==> config.mk <==
export PLATFORM = sky130hd
export DESIGN_NAME = button_debouncer
export DESIGN_NICKNAME = d
export VERILOG_FILES = /design/src/rtl/button_debouncer.sv
export SDC_FILE = /design/constraint.sdc
export NUM_CORES = 1
export LEC_CHECK = 0
export CORE_MARGIN = 10
export CORE_UTILIZATION = 35
export CTS_BUF_LIST = sky130_fd_sc_hd__clkbuf_4 sky130_fd_sc_hd__clkbuf_8
export DETAILED_ROUTE_END_ITERATION = 7
export GPL_TIMING_DRIVEN = 1
export PLACE_DENSITY = 0.59
export SETUP_SLACK_MARGIN = 0.05
export SLEW_MARGIN = 20
export SYNTH_ARGS = -nofsm -noshare
export SYNTH_HDL_FRONTEND = slang
export SYNTH_SLANG_ARGS = --single-unit
==> constraint.sdc <==
create_clock -name clk -period 1.9 [get_ports clk]
set_clock_uncertainty 0.1 [all_clocks]
set_input_delay 0.475 -clock clk [delete_from_list [all_inputs] [get_ports clk]]
set_output_delay 0.475 -clock clk [all_outputs]
set_load 0.02 [all_outputs]
==> src/rtl/button_debouncer.sv <==
// rtl/button_debouncer.sv - two-flop synchronized push-button debouncer with press/release strobes
// Optional feature macro: DEBOUNCE_RELEASE_PULSE_EN adds the release strobe port.
// The release strobe port is called release_pulse because "release" is a SystemVerilog keyword.
module button_debouncer #(
   parameter int DEBOUNCE_CYCLES = 1000000,
   parameter int CNT_W           = 20
) (
   input  logic clk,
   input  logic rst,
   input  logic in,
   output logic out,
   output logic press
`ifdef DEBOUNCE_RELEASE_PULSE_EN
   ,
   output logic release_pulse
`endif
);

   typedef enum logic [1:0] {
      LOW_STABLE,
      WAIT_HIGH,
      HIGH_STABLE,
      WAIT_LOW
   } state_t;

   // Last counter value before a pending change is accepted.
   localparam logic [CNT_W-1:0] CNT_LAST = CNT_W'(DEBOUNCE_CYCLES - 1);

   logic             ff1;
   logic             ff2;
   logic             sync_in;
   state_t           state;
   state_t           state_nxt;
   logic [CNT_W-1:0] cnt;
   logic [CNT_W-1:0] cnt_nxt;
   logic             out_nxt;
   logic             press_nxt;
`ifdef DEBOUNCE_RELEASE_PULSE_EN
   logic             rel_nxt;
`endif

   assign sync_in = ff2;

   // Synchronizer, FSM state, counter and registered outputs; reset wins over everything.
   always_ff @(posedge clk) begin
      if (rst) begin
         ff1   <= 1'b0;
         ff2   <= 1'b0;
         state <= LOW_STABLE;
         cnt   <= '0;
         out   <= 1'b0;
         press <= 1'b0;
`ifdef DEBOUNCE_RELEASE_PULSE_EN
         release_pulse <= 1'b0;
`endif
      end else begin
         ff1   <= in;
         ff2   <= ff1;
         state <= state_nxt;
         cnt   <= cnt_nxt;
         out   <= out_nxt;
         press <= press_nxt;
`ifdef DEBOUNCE_RELEASE_PULSE_EN
         release_pulse <= rel_nxt;
`endif
      end
   end

   // Next-state logic: a level must hold DEBOUNCE_CYCLES cycles in a WAIT state to be accepted.
   always_comb begin
      state_nxt = state;
      cnt_nxt   = cnt;
      out_nxt   = out;
      press_nxt = 1'b0;
`ifdef DEBOUNCE_RELEASE_PULSE_EN
      rel_nxt   = 1'b0;
`endif
      case (state)
         LOW_STABLE: begin
            if (sync_in) begin
               state_nxt = WAIT_HIGH;
               cnt_nxt   = '0;
            end
         end
         WAIT_HIGH: begin
            if (!sync_in) begin
               state_nxt = LOW_STABLE;
               cnt_nxt   = '0;
            end else if (cnt == CNT_LAST) begin
               state_nxt = HIGH_STABLE;
               cnt_nxt   = '0;
               out_nxt   = 1'b1;
               press_nxt = 1'b1;
            end else begin
               cnt_nxt = cnt + 1'b1;
            end
         end
         HIGH_STABLE: begin
            if (!sync_in) begin
               state_nxt = WAIT_LOW;
               cnt_nxt   = '0;
            end
         end
         WAIT_LOW: begin
            if (sync_in) begin
               state_nxt = HIGH_STABLE;
               cnt_nxt   = '0;
            end else if (cnt == CNT_LAST) begin
               state_nxt = LOW_STABLE;
               cnt_nxt   = '0;
               out_nxt   = 1'b0;
`ifdef DEBOUNCE_RELEASE_PULSE_EN
               rel_nxt   = 1'b1;
`endif
            end else begin
               cnt_nxt = cnt + 1'b1;
            end
         end
         default: begin
            state_nxt = LOW_STABLE;
            cnt_nxt   = '0;
            out_nxt   = 1'b0;
         end
      endcase
   end

endmodule

==> run_summary.xml, run 1 <==
<?xml version="1.0" encoding="UTF-8"?>
<metrics>
  <group name="placed_design">
    <metric name="hpwl_after_detailed_placement" unit="um">2183</metric>
    <metric name="portBuffers" unit="">4</metric>
    <metric name="post-place-cells" unit="">234</metric>
    <metric name="place.gp.congestion" unit="">0.7898</metric>
  </group>
  <group name="die">
    <metric name="die_h" unit="um">80.83</metric>
    <metric name="die_width" unit="um">80.83</metric>
    <metric name="start_util" unit="%">35.91</metric>
    <metric name="die-area" unit="sq mm">0.006533</metric>
    <metric name="floorplan.rows" unit="">22</metric>
    <metric name="io-pin-count" unit="">5</metric>
    <metric name="core_region_area" unit="sq mm">0.003606</metric>
  </group>
  <group name="drt">
    <metric name="drt-pass1-iter-count" unit="">4</metric>
    <metric name="routed_wirelength" unit="um">2925</metric>
    <metric name="route.detailed.wl_per_inst" unit="um">12.29</metric>
    <metric name="via_count" unit="">1238</metric>
    <metric name="vias_per_cell" unit="">5.202</metric>
    <metric name="dr_iter_0_viols" unit="">141</metric>
    <metric name="remaining_antenna_violation_count" unit="">0</metric>
    <metric name="post-route-drc-count" unit="">0</metric>
  </group>
  <group name="setup_path">
    <metric name="path_common_cell" unit="">or3_1</metric>
    <metric name="timing.critical_path.to_type" unit="">flop</metric>
    <metric name="cp.arrival" unit="ns">2.00</metric>
    <metric name="worst-path-max-fanout" unit="">2</metric>
    <metric name="worstPathCellList" unit="">nand4_1 -&gt; or4_4 -&gt; or3_1 -&gt; or3_1 -&gt; nand3_1</metric>
    <metric name="critPathRequiredTime" unit="ns">2.02</metric>
    <metric name="start_kind" unit="">flop</metric>
    <metric name="critical_path_class" unit="">reg -&gt; reg</metric>
    <metric name="critical_path.max_stage_delay" unit="ns">0.55</metric>
    <metric name="timing.critical_path.slowest_stage_cell" unit="">or4_4</metric>
  </group>
  <group name="timing">
    <metric name="finalMaxSlewViolations" unit="">0</metric>
    <metric name="timing.max_slew.rel_slack" unit="%">79.83</metric>
    <metric name="max_freq" unit="MHz">534.0</metric>
    <metric name="layout_min_cycle_time" unit="ns">1.872</metric>
    <metric name="rsz_0062_raised_after_global_routing" unit="">true</metric>
    <metric name="transition_time_at_the_pin_with_the_least_slew_margin" unit="ns">0.3003</metric>
    <metric name="timing.final.setup_violations" unit="">0</metric>
    <metric name="final-hold-violation-count" unit="">0</metric>
    <metric name="post_route_hold_slack" unit="ns">0.3547</metric>
    <metric name="final.period_utilization" unit="%">98.55</metric>
  </group>
  <group name="power_and_ir_drop">
    <metric name="power.total" unit="W">0.001083</metric>
    <metric name="cellPowerDensity" unit="mW/mm^2">611.6</metric>
    <metric name="power.switching_fraction" unit="%">20.37</metric>
    <metric name="combinationalPowerShare" unit="%">6.0</metric>
    <metric name="power.internal" unit="W">0.0008623</metric>
    <metric name="pwr-share-clk" unit="%">43.3</metric>
    <metric name="netSwitchingPower" unit="W">0.0002205</metric>
    <metric name="vdd.ir_drop.worst" unit="uV">354.5</metric>
    <metric name="static-leakage-power" unit="nW">0.6478</metric>
    <metric name="sequentialPowerShare" unit="%">50.7</metric>
  </group>
  <group name="cells_and_area">
    <metric name="antenna_fix_cells" unit="">0</metric>
    <metric name="num-fill-cells" unit="">344</metric>
    <metric name="nNetsFinal" unit="">195</metric>
    <metric name="sequential_cell_area" unit="sq um">543.0</metric>
    <metric name="stdcell_count" unit="">238</metric>
    <metric name="final_layout_size_suffix_gt1_share" unit="%">31.05</metric>
    <metric name="multi_input_area" unit="sq um">805.8</metric>
    <metric name="layout-area-overhead-vs-synth" unit="%">36.72</metric>
  </group>
  <group name="min_path">
    <metric name="worst_hold_path_type" unit="">reg -&gt; reg</metric>
  </group>
  <group name="clocking">
    <metric name="holdBufCountCts" unit="">0</metric>
    <metric name="number_of_cts_inserted_buffers" unit="">3</metric>
    <metric name="worst_setup_hold_path_clk_slew" unit="ns">0.09</metric>
    <metric name="clock_root_buffer_master" unit="">clkbuf_8</metric>
    <metric name="cts_post_setup_buffers_inserted" unit="">0</metric>
    <metric name="tritoncts" unit="">built</metric>
    <metric name="worst_skew_pair.late_latency" unit="ns">0.28</metric>
    <metric name="cts.sink_count" unit="">26</metric>
    <metric name="max-clock-path-buffers" unit="">2</metric>
    <metric name="h-tree-depth" unit="">1</metric>
  </group>
  <group name="synthesis">
    <metric name="synthesized_instance_count" unit="">162</metric>
    <metric name="ys.flop_type" unit="">dfxtp_1</metric>
    <metric name="fraction_of_registers_with_async_set_or_reset_after_synthesis" unit="%">0</metric>
    <metric name="synthesis.nets" unit="">166</metric>
    <metric name="ys_types" unit="">37</metric>
    <metric name="syn-cell-area" unit="sq mm">0.001295</metric>
    <metric name="synth.ff_latch_count" unit="">26</metric>
    <metric name="synth_warn" unit="">0</metric>
    <metric name="synth-edff-count" unit="">0</metric>
    <metric name="synth-seq-area-share" unit="%">40.19</metric>
    <metric name="synthesized_area_per_cell" unit="sq um">7.994</metric>
  </group>
  <group name="global_routing">
    <metric name="gr-total-overflow" unit="">0</metric>
    <metric name="grt_use_total" unit="%">9.300</metric>
    <metric name="number_of_antenna_violations_at_the_first_check_in_global_routing" unit="">0</metric>
    <metric name="grt_start_max_net_pins" unit="">16</metric>
    <metric name="grt_pass1_wl" unit="um">4995</metric>
    <metric name="vias_in_the_first_global_route" unit="">1127</metric>
  </group>
  <group name="job">
    <metric name="drv.max_cap_violation_count" unit="">0</metric>
  </group>
  <group name="status">
    <metric name="outcome" unit="">finished, final reports clean</metric>
  </group>
</metrics>
-- layout make-up --
type                            count  area share (%)
Clock inverter                      1           1.696
Tap cell                           48           3.392
Inverter                            7           1.484
Timing Repair Buffer               30           14.91
Clock buffer                        3           2.332
Multi-Input combinational cell    123           45.51
Sequential cell                    26           30.67
-- worst max-delay path: cells and delay by family (launching register included) --
kind             cells  cell delay (ns)
AND/OR/NAND/NOR      5             1.38
flip-flops           1             0.35
-- power groups by stage --
stage,combinational [W],sequential (W),clock [W]
3_5_place_dp,0.0000632,0.000562,0
5_1_grt,0.0000699,0.000550,0.000494
3_3_place_gp,0.0000622,0.000562,0
6_report,0.0000645,0.000549,0.000469
4_1_cts,0.0000636,0.000550,0.000484
2_1_floorplan,0.0000249,0.000564,0
-- what timing repair did --
action,in CTS,in global routing
gates resized for setup,4,14
pin swaps,1,4
endpoints found under the setup margin,11,12
-- layout by cell type, fill, tap and decap left out, types with 2 or more instances in the layout --
| master | instances |
|---|---|
| o21ai_0 | 10 |
| nor2b_1 | 3 |
| clkdlybuf4s50_1 | 4 |
| or3_2 | 2 |
| mux2i_1 | 4 |
| inv_1 | 7 |
| dfxtp_1 | 14 |
| nand4_1 | 4 |
| dfxtp_4 | 3 |
| or3_1 | 6 |
| nand3_1 | 15 |
| nand2_1 | 22 |
| nor3_1 | 4 |
| xnor2_1 | 3 |
| nor2_1 | 7 |
| buf_4 | 23 |
| clkbuf_8 | 3 |
| nand3b_1 | 4 |
| buf_12 | 2 |
| dfxtp_2 | 9 |
| a211oi_1 | 2 |
| a21oi_1 | 8 |
| nand4b_1 | 2 |
| a21oi_2 | 2 |
-- sequential cells by signal, indices dropped and copies added (netlist names), named ones only --
| register | flops |
|---|---|
| cnt | 20 |
| ff1 | 1 |
| out | 1 |
| state | 1 |
| ff2 | 1 |
| press | 1 |
-- routing by layer --
metal / global-route usage, % / vias to the layer above / share of wire (%)
li1: - / 640 / -
met4: 3.979 / 0 / 1.6
met1: 11.47 / 583 / 48
met2: 15.53 / 10 / 48
met5: 0 / - / 0
met3: 1.656 / 5 / 1.6
-- synth_stat cells (all sizes together), types with 2 or more instances --
cell type  instances  share of area [%]
a211oi             2                1.2
inv                7                2.0
o21ai             11                4.3
nor3               6                2.3
mux2i              4                3.1
nand4b             2                1.4
nand3             16                6.2
nor4               2               0.97
nor2b              3                1.4
clkbuf             5                1.4
nand3b             4                2.3
a21oi             10                3.9
nand4              6                3.9
or3                8                4.1
dfxtp             26                 40
xnor2              3                2.0
nor2               8                2.3
nand2             22                6.4
-- per-stage QoR --
step	cell area [sq um]	worst slack, ns	TNS [ns]	util (%)
6_report	1770	0.02750	0	49.10
3_5_place_dp	1628	-0.2260	-1.085	45.14
5_1_grt	1770	-0.03012	-0.03012	49.10
2_1_floorplan	1334	0.03421	0	-
3_3_place_gp	1628	-0.1777	-0.8615	45.14
4_1_cts	1712	0.02479	0	47.47
-- path summary, 6_finish.rpt --
path | start | to | slack (ns) | depth (start not counted)
worst max register to register | cnt[3]$_SDFFE_PP0P_ | cnt[19]$_SDFFE_PP0P_ | 0.03 | 5
worst min register to register | ff1$_SDFF_PP0_ | ff2$_SDFF_PP0_ | 0.35 | 1
worst min-delay path | ff1$_SDFF_PP0_ | ff2$_SDFF_PP0_ | 0.35 | 1
worst max-delay path | cnt[3]$_SDFFE_PP0P_ | cnt[19]$_SDFFE_PP0P_ | 0.03 | 5
-- logic make-up after synthesis --
family | synth area share, %
flops | 40.19
simple gates | 35.56
fa+ha+maj | 0.9660
compound gates | 13.62
xor+xnor | 2.706
mux | 3.092
buf+inv | 3.865
No activity file was read; power rests on OpenSTA's default activity.
==> inputs of run 2 (changes only) <==
--- a/config.mk
+++ b/config.mk
@@ -6,13 +6,12 @@
 export NUM_CORES = 1
 export LEC_CHECK = 0
 export CORE_MARGIN = 10
-export CORE_UTILIZATION = 35
+export CORE_UTILIZATION = 65
 export CTS_BUF_LIST = sky130_fd_sc_hd__clkbuf_4 sky130_fd_sc_hd__clkbuf_8
 export DETAILED_ROUTE_END_ITERATION = 7
 export GPL_TIMING_DRIVEN = 1
-export PLACE_DENSITY = 0.59
+export PLACE_DENSITY = 0.9
 export SETUP_SLACK_MARGIN = 0.05
-export SLEW_MARGIN = 20
 export SYNTH_ARGS = -nofsm -noshare
 export SYNTH_HDL_FRONTEND = slang
 export SYNTH_SLANG_ARGS = --single-unit
==> constraint.sdc (replaced) <==
create_clock -name clk -period 2.26 [get_ports clk]
set_clock_uncertainty 0.1 [all_clocks]
set_input_delay 0.565 -clock clk [delete_from_list [all_inputs] [get_ports clk]]
set_output_delay 0.565 -clock clk [all_outputs]
set_load 0.02 [all_outputs]
==> run 2 against run 1 <==
Worst setup slack improved by 0.086 ns. Cell area decreased by 18%. Clock-buffer cell count up 1. Critical path depth is the same. Power down 32%. Register-to-register slack better by 0.09 ns. Sequential cell count is the same. Sequential power decreased by 15%. Critical path type unchanged. Highest routed layer unchanged.
==> run_summary.xml, run 2 (synthesis results as in run 1) <==
<?xml version="1.0" encoding="UTF-8"?>
<metrics>
  <group name="placed_design">
    <metric name="post_place_cell_area" unit="sq mm">0.001413</metric>
    <metric name="portBuffers" unit="">4</metric>
    <metric name="place.gp.congestion" unit="">0.9397</metric>
    <metric name="hpwl_after_detailed_placement" unit="um">2123</metric>
  </group>
  <group name="power_and_ir_drop">
    <metric name="vdd.ir_drop.worst" unit="uV">454.9</metric>
    <metric name="cellPowerDensity" unit="mW/mm^2">508.1</metric>
    <metric name="static-leakage-power" unit="nW">0.4983</metric>
  </group>
  <group name="clocking">
    <metric name="tritoncts" unit="">built</metric>
    <metric name="clock_root_buffer_master" unit="">clkbuf_4</metric>
    <metric name="worst_skew_pair.late_latency" unit="ns">0.32</metric>
    <metric name="number_of_cts_inserted_buffers" unit="">3</metric>
    <metric name="max-clock-path-buffers" unit="">2</metric>
    <metric name="holdBufCountCts" unit="">0</metric>
    <metric name="cts.sink_count" unit="">26</metric>
    <metric name="worst_setup_hold_path_clk_slew" unit="ns">0.13</metric>
    <metric name="h-tree-depth" unit="">1</metric>
  </group>
  <group name="timing">
    <metric name="layout_min_cycle_time" unit="ns">2.147</metric>
    <metric name="final.period_utilization" unit="%">94.99</metric>
    <metric name="final-hold-violation-count" unit="">0</metric>
    <metric name="transition_time_at_the_pin_with_the_least_slew_margin" unit="ns">0.4937</metric>
    <metric name="fin_setup_tns" unit="ns">0</metric>
    <metric name="timing.max_slew.rel_slack" unit="%">66.78</metric>
    <metric name="rsz_0062_raised_after_global_routing" unit="">false</metric>
    <metric name="max_freq" unit="MHz">465.8</metric>
    <metric name="finalMaxSlewViolations" unit="">0</metric>
    <metric name="timing.final.setup_violations" unit="">0</metric>
  </group>
  <group name="die">
    <metric name="start_util" unit="%">67.38</metric>
    <metric name="core_region_area" unit="sq mm">0.001922</metric>
    <metric name="die-area" unit="sq mm">0.004178</metric>
    <metric name="floorplan.rows" unit="">16</metric>
    <metric name="die_width" unit="um">64.64</metric>
    <metric name="io-pin-count" unit="">5</metric>
    <metric name="die_h" unit="um">64.64</metric>
  </group>
  <group name="setup_path">
    <metric name="timing.critical_path.to_type" unit="">flop</metric>
    <metric name="r2r-end" unit="">cnt[19]$_SDFFE_PP0P_</metric>
    <metric name="r2r_start" unit="">cnt[11]$_SDFFE_PP0P_</metric>
    <metric name="reg2reg_slack" unit="ns">0.11</metric>
    <metric name="critical_path_class" unit="">reg -&gt; reg</metric>
    <metric name="critical_path.startpoint" unit="">cnt[11]$_SDFFE_PP0P_</metric>
    <metric name="start_kind" unit="">flop</metric>
    <metric name="reg2regPathDepth" unit="">5</metric>
    <metric name="critPathRequiredTime" unit="ns">2.44</metric>
    <metric name="worst-path-max-fanout" unit="">8</metric>
    <metric name="cp.arrival" unit="ns">2.32</metric>
  </group>
  <group name="cells_and_area">
    <metric name="nNetsFinal" unit="">178</metric>
    <metric name="register_with_the_highest_flop_count" unit="">cnt</metric>
    <metric name="antenna_fix_cells" unit="">0</metric>
    <metric name="num-fill-cells" unit="">156</metric>
    <metric name="largest_reg_flops" unit="">20</metric>
    <metric name="layout-area-overhead-vs-synth" unit="%">12.37</metric>
    <metric name="layout_commonest_cell" unit="">dfxtp_1</metric>
    <metric name="final_area" unit="sq mm">0.001455</metric>
    <metric name="layout.cells.most_common_list" unit="">dfxtp_1 (26), nand2_1 (22), nand3_1 (16), o21ai_0 (11), a21oi_1 (10)</metric>
    <metric name="final_layout_size_suffix_gt1_share" unit="%">12.14</metric>
  </group>
  <group name="drt">
    <metric name="post-route-drc-count" unit="">0</metric>
    <metric name="drt-pass1-iter-count" unit="">4</metric>
    <metric name="via_count" unit="">1215</metric>
    <metric name="vias_per_cell" unit="">6.075</metric>
    <metric name="route.detailed.wl_per_inst" unit="um">14.30</metric>
    <metric name="remaining_antenna_violation_count" unit="">0</metric>
    <metric name="dr_iter_0_viols" unit="">59</metric>
    <metric name="routed_wirelength" unit="um">2860</metric>
  </group>
  <group name="global_routing">
    <metric name="grt_pass1_wl" unit="um">5078</metric>
    <metric name="vias_in_the_first_global_route" unit="">1206</metric>
    <metric name="gr-total-overflow" unit="">0</metric>
    <metric name="number_of_antenna_violations_at_the_first_check_in_global_routing" unit="">0</metric>
    <metric name="grt_start_max_net_pins" unit="">18</metric>
    <metric name="grt_use_total" unit="%">14.28</metric>
  </group>
  <group name="min_path">
    <metric name="hold_start" unit="">ff1$_SDFF_PP0_</metric>
    <metric name="worst_hold_path_type" unit="">reg -&gt; reg</metric>
    <metric name="hold_path_depth" unit="">1</metric>
    <metric name="endpoint_of_the_worst_hold_path" unit="">ff2$_SDFF_PP0_</metric>
  </group>
  <group name="status">
    <metric name="outcome" unit="">finished, final reports clean</metric>
  </group>
  <group name="job">
    <metric name="drv.max_cap_violation_count" unit="">0</metric>
  </group>
</metrics>
run 2: how the worst max path moves through the flow:
stage                                end  slack, ns  cells after the start
detailed placement  cnt[15]$_SDFFE_PP0P_       0.09                      5
CTS                 cnt[19]$_SDFFE_PP0P_       0.13                      5
global route        cnt[19]$_SDFFE_PP0P_       0.06                      5
floorplan           cnt[14]$_SDFFE_PP0P_       0.29                      7
global placement    cnt[12]$_SDFFE_PP0P_       0.11                      5
finish              cnt[19]$_SDFFE_PP0P_       0.11                      5
run 2: timing repair:
action / in CTS / in global routing
setup endpoints to repair: 0 / 2
gates resized for setup: 0 / 2
setup buffers: 0 / 0
run 2: power breakdown:
| group | internal (W) | switching (W) |
|---|---|---|
| registers | 0.000463 | 0.00000383 |
| logic | 0.0000169 | 0.0000223 |
| clock network | 0.0000986 | 0.000135 |
| total | 0.000578 | 0.000161 |
run 2: per-layer routing:
layer / vias up / wire length (um) / global-route usage (%)
li1: 610 / - / -
met1: 555 / 1223 / 16.45
met2: 41 / 1445 / 25.49
met3: 9 / 126 / 2.234
met4: 0 / 65 / 5.882
met5: - / 0 / 0
run 2: area by class of cell:
| type | instances | area, sq um | area share, % |
|---|---|---|---|
| repair buffers | 13 | 107.6 | 7.395 |
| inverters | 7 | 26.28 | 1.806 |
| well taps | 27 | 33.78 | 2.322 |
| clock buffers | 4 | 36.28 | 2.494 |
| multi-input cells | 123 | 730.7 | 50.21 |
| flip-flops and latches | 26 | 520.5 | 35.77 |
run 2: stage by stage:
step | instances | hold WS, ns | worst slack (ns) | utilization, % | total power [W]
after floorplan | 162 | 0.3138 | 0.2943 | - | 0.0004988
after global placement | 196 | 0.3275 | 0.1079 | 73.50 | 0.0005132
after detailed placement | 196 | 0.3520 | 0.08998 | 73.50 | 0.0005153
after CTS | 200 | 0.3771 | 0.1254 | 75.39 | 0.0007413
after global routing | 200 | 0.3945 | 0.05830 | 75.72 | 0.0007637
final | 200 | 0.3720 | 0.1132 | 75.72 | 0.0007394
run 2: critical path, stage by stage (launching register included):
cell and delay, ns:
dfxtp_1 0.49, nand4_2 0.18, or4_4 0.60, or3_1 0.34, or3_1 0.32, nand3_1 0.08
==> inputs of run 3 (changes only) <==
--- a/config.mk
+++ b/config.mk
@@ -6,11 +6,11 @@
 export NUM_CORES = 1
 export LEC_CHECK = 0
 export CORE_MARGIN = 10
-export CORE_UTILIZATION = 65
+export CORE_UTILIZATION = 55
 export CTS_BUF_LIST = sky130_fd_sc_hd__clkbuf_4 sky130_fd_sc_hd__clkbuf_8
 export DETAILED_ROUTE_END_ITERATION = 7
 export GPL_TIMING_DRIVEN = 1
-export PLACE_DENSITY = 0.9
+export PLACE_DENSITY = 0.79
 export SETUP_SLACK_MARGIN = 0.05
 export SYNTH_ARGS = -nofsm -noshare
 export SYNTH_HDL_FRONTEND = slang
==> run 3 against run 2 <==
First-iteration DRC count increased by 42%. Register-to-register slack better by 0.05 ns. Power rose by 0.12%. Global-route usage shrank 0.40 points. Wire length increased by 3.8%. Critical path depth unchanged. Die area grew 12%. Core utilization fell by 8.4 points. Non-clock buffer count rose by 6. Largest cell class unchanged.
==> run_summary.xml, run 3 (synthesis results as in run 1) <==
<?xml version="1.0" encoding="UTF-8"?>
<metrics>
  <group name="status">
    <metric name="outcome" unit="">finished, final reports clean</metric>
  </group>
  <group name="cells_and_area">
    <metric name="nNetsFinal" unit="">184</metric>
    <metric name="num-fill-cells" unit="">190</metric>
    <metric name="finish.utilization" unit="%">67.34</metric>
    <metric name="largest_reg_flops" unit="">20</metric>
    <metric name="final_layout_size_suffix_gt1_share" unit="%">15.64</metric>
    <metric name="stdcell_count" unit="">207</metric>
    <metric name="final_area" unit="sq mm">0.001504</metric>
    <metric name="layout.cells.most_common_list" unit="">dfxtp_1 (25), nand2_1 (22), nand3_1 (16), buf_4 (15), o21ai_0 (11)</metric>
    <metric name="multi_input_area" unit="sq um">732.0</metric>
    <metric name="sequential_cell_area" unit="sq um">521.8</metric>
    <metric name="layout-area-overhead-vs-synth" unit="%">16.14</metric>
    <metric name="register_with_the_highest_flop_count" unit="">cnt</metric>
    <metric name="layout_commonest_cell" unit="">dfxtp_1</metric>
    <metric name="antenna_fix_cells" unit="">0</metric>
  </group>
  <group name="timing">
    <metric name="fin_setup_tns" unit="ns">0</metric>
    <metric name="rsz_0062_raised_after_global_routing" unit="">true</metric>
    <metric name="final.period_utilization" unit="%">92.61</metric>
    <metric name="max_freq" unit="MHz">477.8</metric>
    <metric name="finalMaxSlewViolations" unit="">0</metric>
    <metric name="layout_min_cycle_time" unit="ns">2.093</metric>
    <metric name="final-hold-violation-count" unit="">0</metric>
    <metric name="timing.final.setup_violations" unit="">0</metric>
    <metric name="post_route_hold_slack" unit="ns">0.3751</metric>
    <metric name="timing.max_slew.rel_slack" unit="%">74.27</metric>
    <metric name="transition_time_at_the_pin_with_the_least_slew_margin" unit="ns">0.3831</metric>
  </group>
  <group name="setup_path">
    <metric name="start_kind" unit="">flop</metric>
    <metric name="critPathRequiredTime" unit="ns">2.44</metric>
    <metric name="reg2regPathDepth" unit="">5</metric>
    <metric name="cp.arrival" unit="ns">2.27</metric>
    <metric name="timing.critical_path.slowest_stage_cell" unit="">or4_4</metric>
    <metric name="timing.critical_path.to_type" unit="">flop</metric>
    <metric name="r2r-end" unit="">cnt[19]$_SDFFE_PP0P_</metric>
    <metric name="path_common_cell" unit="">or3_1</metric>
    <metric name="critical_path_class" unit="">reg -&gt; reg</metric>
    <metric name="critical_path.max_stage_delay" unit="ns">0.56</metric>
    <metric name="r2r_start" unit="">cnt[9]$_SDFFE_PP0P_</metric>
    <metric name="reg2reg_slack" unit="ns">0.17</metric>
    <metric name="worstPathCellList" unit="">nand4_2 -&gt; or4_4 -&gt; or3_1 -&gt; or3_1 -&gt; nand3_1</metric>
    <metric name="worst-path-max-fanout" unit="">5</metric>
  </group>
  <group name="placed_design">
    <metric name="portBuffers" unit="">4</metric>
    <metric name="place.gp.congestion" unit="">0.8178</metric>
    <metric name="hpwl_after_detailed_placement" unit="um">2229</metric>
    <metric name="post-place-cells" unit="">203</metric>
    <metric name="post_place_cell_area" unit="sq mm">0.001459</metric>
  </group>
  <group name="clocking">
    <metric name="number_of_cts_inserted_buffers" unit="">3</metric>
    <metric name="cts.sink_count" unit="">26</metric>
    <metric name="worst_skew_pair.late_latency" unit="ns">0.32</metric>
    <metric name="clock_root_buffer_master" unit="">clkbuf_4</metric>
    <metric name="tritoncts" unit="">built</metric>
    <metric name="worst_setup_hold_path_clk_slew" unit="ns">0.14</metric>
    <metric name="max-clock-path-buffers" unit="">2</metric>
    <metric name="cts_post_setup_buffers_inserted" unit="">0</metric>
    <metric name="h-tree-depth" unit="">1</metric>
  </group>
  <group name="drt">
    <metric name="via_count" unit="">1234</metric>
    <metric name="routed_wirelength" unit="um">2970</metric>
    <metric name="dr_iter_0_viols" unit="">84</metric>
    <metric name="remaining_antenna_violation_count" unit="">0</metric>
    <metric name="route.detailed.wl_per_inst" unit="um">14.35</metric>
    <metric name="vias_per_cell" unit="">5.961</metric>
    <metric name="drt-pass1-iter-count" unit="">4</metric>
    <metric name="post-route-drc-count" unit="">0</metric>
  </group>
  <group name="global_routing">
    <metric name="grt_use_total" unit="%">13.87</metric>
    <metric name="grtUsageMet3" unit="%">2.899</metric>
    <metric name="gr-usage-met1" unit="%">15.66</metric>
    <metric name="gr-total-overflow" unit="">0</metric>
    <metric name="vias_in_the_first_global_route" unit="">1162</metric>
    <metric name="grt_start_max_net_pins" unit="">15</metric>
    <metric name="groute.layer.met2.usage" unit="%">24.42</metric>
    <metric name="grt_pass1_wl" unit="um">5106</metric>
    <metric name="grt_busiest_layer" unit="">met2</metric>
    <metric name="number_of_antenna_violations_at_the_first_check_in_global_routing" unit="">0</metric>
  </group>
  <group name="min_path">
    <metric name="endpoint_of_the_worst_hold_path" unit="">ff2$_SDFF_PP0_</metric>
    <metric name="hold_start" unit="">ff1$_SDFF_PP0_</metric>
    <metric name="worst_hold_path_type" unit="">reg -&gt; reg</metric>
    <metric name="hold_path_depth" unit="">1</metric>
  </group>
  <group name="die">
    <metric name="floorplan.rows" unit="">17</metric>
    <metric name="core_region_area" unit="sq mm">0.002233</metric>
    <metric name="die_h" unit="um">68.53</metric>
    <metric name="io-pin-count" unit="">5</metric>
    <metric name="start_util" unit="%">57.98</metric>
    <metric name="die-area" unit="sq mm">0.004696</metric>
    <metric name="die_width" unit="um">68.53</metric>
  </group>
  <group name="job">
    <metric name="drv.max_cap_violation_count" unit="">0</metric>
  </group>
  <group name="power_and_ir_drop">
    <metric name="vdd.ir_drop.worst" unit="uV">507.8</metric>
    <metric name="static-leakage-power" unit="nW">0.5284</metric>
    <metric name="cellPowerDensity" unit="mW/mm^2">492.2</metric>
  </group>
</metrics>
==> run 3: worst max-delay path, delay by kind of cell, from the launching register on <==
| kind | cells | cell delay (ns) |
|---|---|---|
| and+or+nand+nor | 5 | 1.48 |
| DFF | 1 | 0.46 |
==> run 3: layout make-up <==
| cell class | instances | area share, % |
|---|---|---|
| inverter | 7 | 1.747 |
| tap | 28 | 2.329 |
| timing repair buffer | 19 | 10.15 |
| clock buffer | 4 | 2.413 |
| sequential | 26 | 34.69 |
| multi-input combinational | 123 | 48.67 |
==> run 3: power breakdown <==
group	total, W	internal [W]	switching [W]
Combinational	0.0000409	0.0000188	0.0000221
Clock	0.000233	0.0000986	0.000134
Sequential	0.000467	0.000463	0.00000396
Total	0.000740	0.000580	0.000160
==> run 3: metrics by stage <==
stage	total power, W	setup WS (ns)
2_1_floorplan	0.0004988	0.2943
3_5_place_dp	0.0005175	0.05240
4_1_cts	0.0007439	0.09020
3_3_place_gp	0.0005153	0.1048
5_1_grt	0.0007697	0.02328
6_report	0.0007403	0.1670
==> run 3: how the worst max path moves through the flow <==
stage | from | endpoint
detailed placement | rst | cnt[12]$_SDFFE_PP0P_
CTS | cnt[13]$_SDFFE_PP0P_ | cnt[19]$_SDFFE_PP0P_
global placement | rst | cnt[12]$_SDFFE_PP0P_
finish | cnt[9]$_SDFFE_PP0P_ | cnt[19]$_SDFFE_PP0P_
floorplan | cnt[0]$_SDFFE_PP0P_ | cnt[14]$_SDFFE_PP0P_
global route | cnt[0]$_SDFFE_PP0P_ | cnt[16]$_SDFFE_PP0P_
==> run 3: timing repair <==
action                                  in CTS  in global routing
endpoints found under the setup margin       0                  2
resized for setup                            0                  3
hold buffers                                 0                  0
==> run 3: per-layer routing <==
layer,part of all wire [%],routed length (um)
met2,50,1489
met1,43,1287
met3,4.4,132
met5,0,0
met4,2.1,61
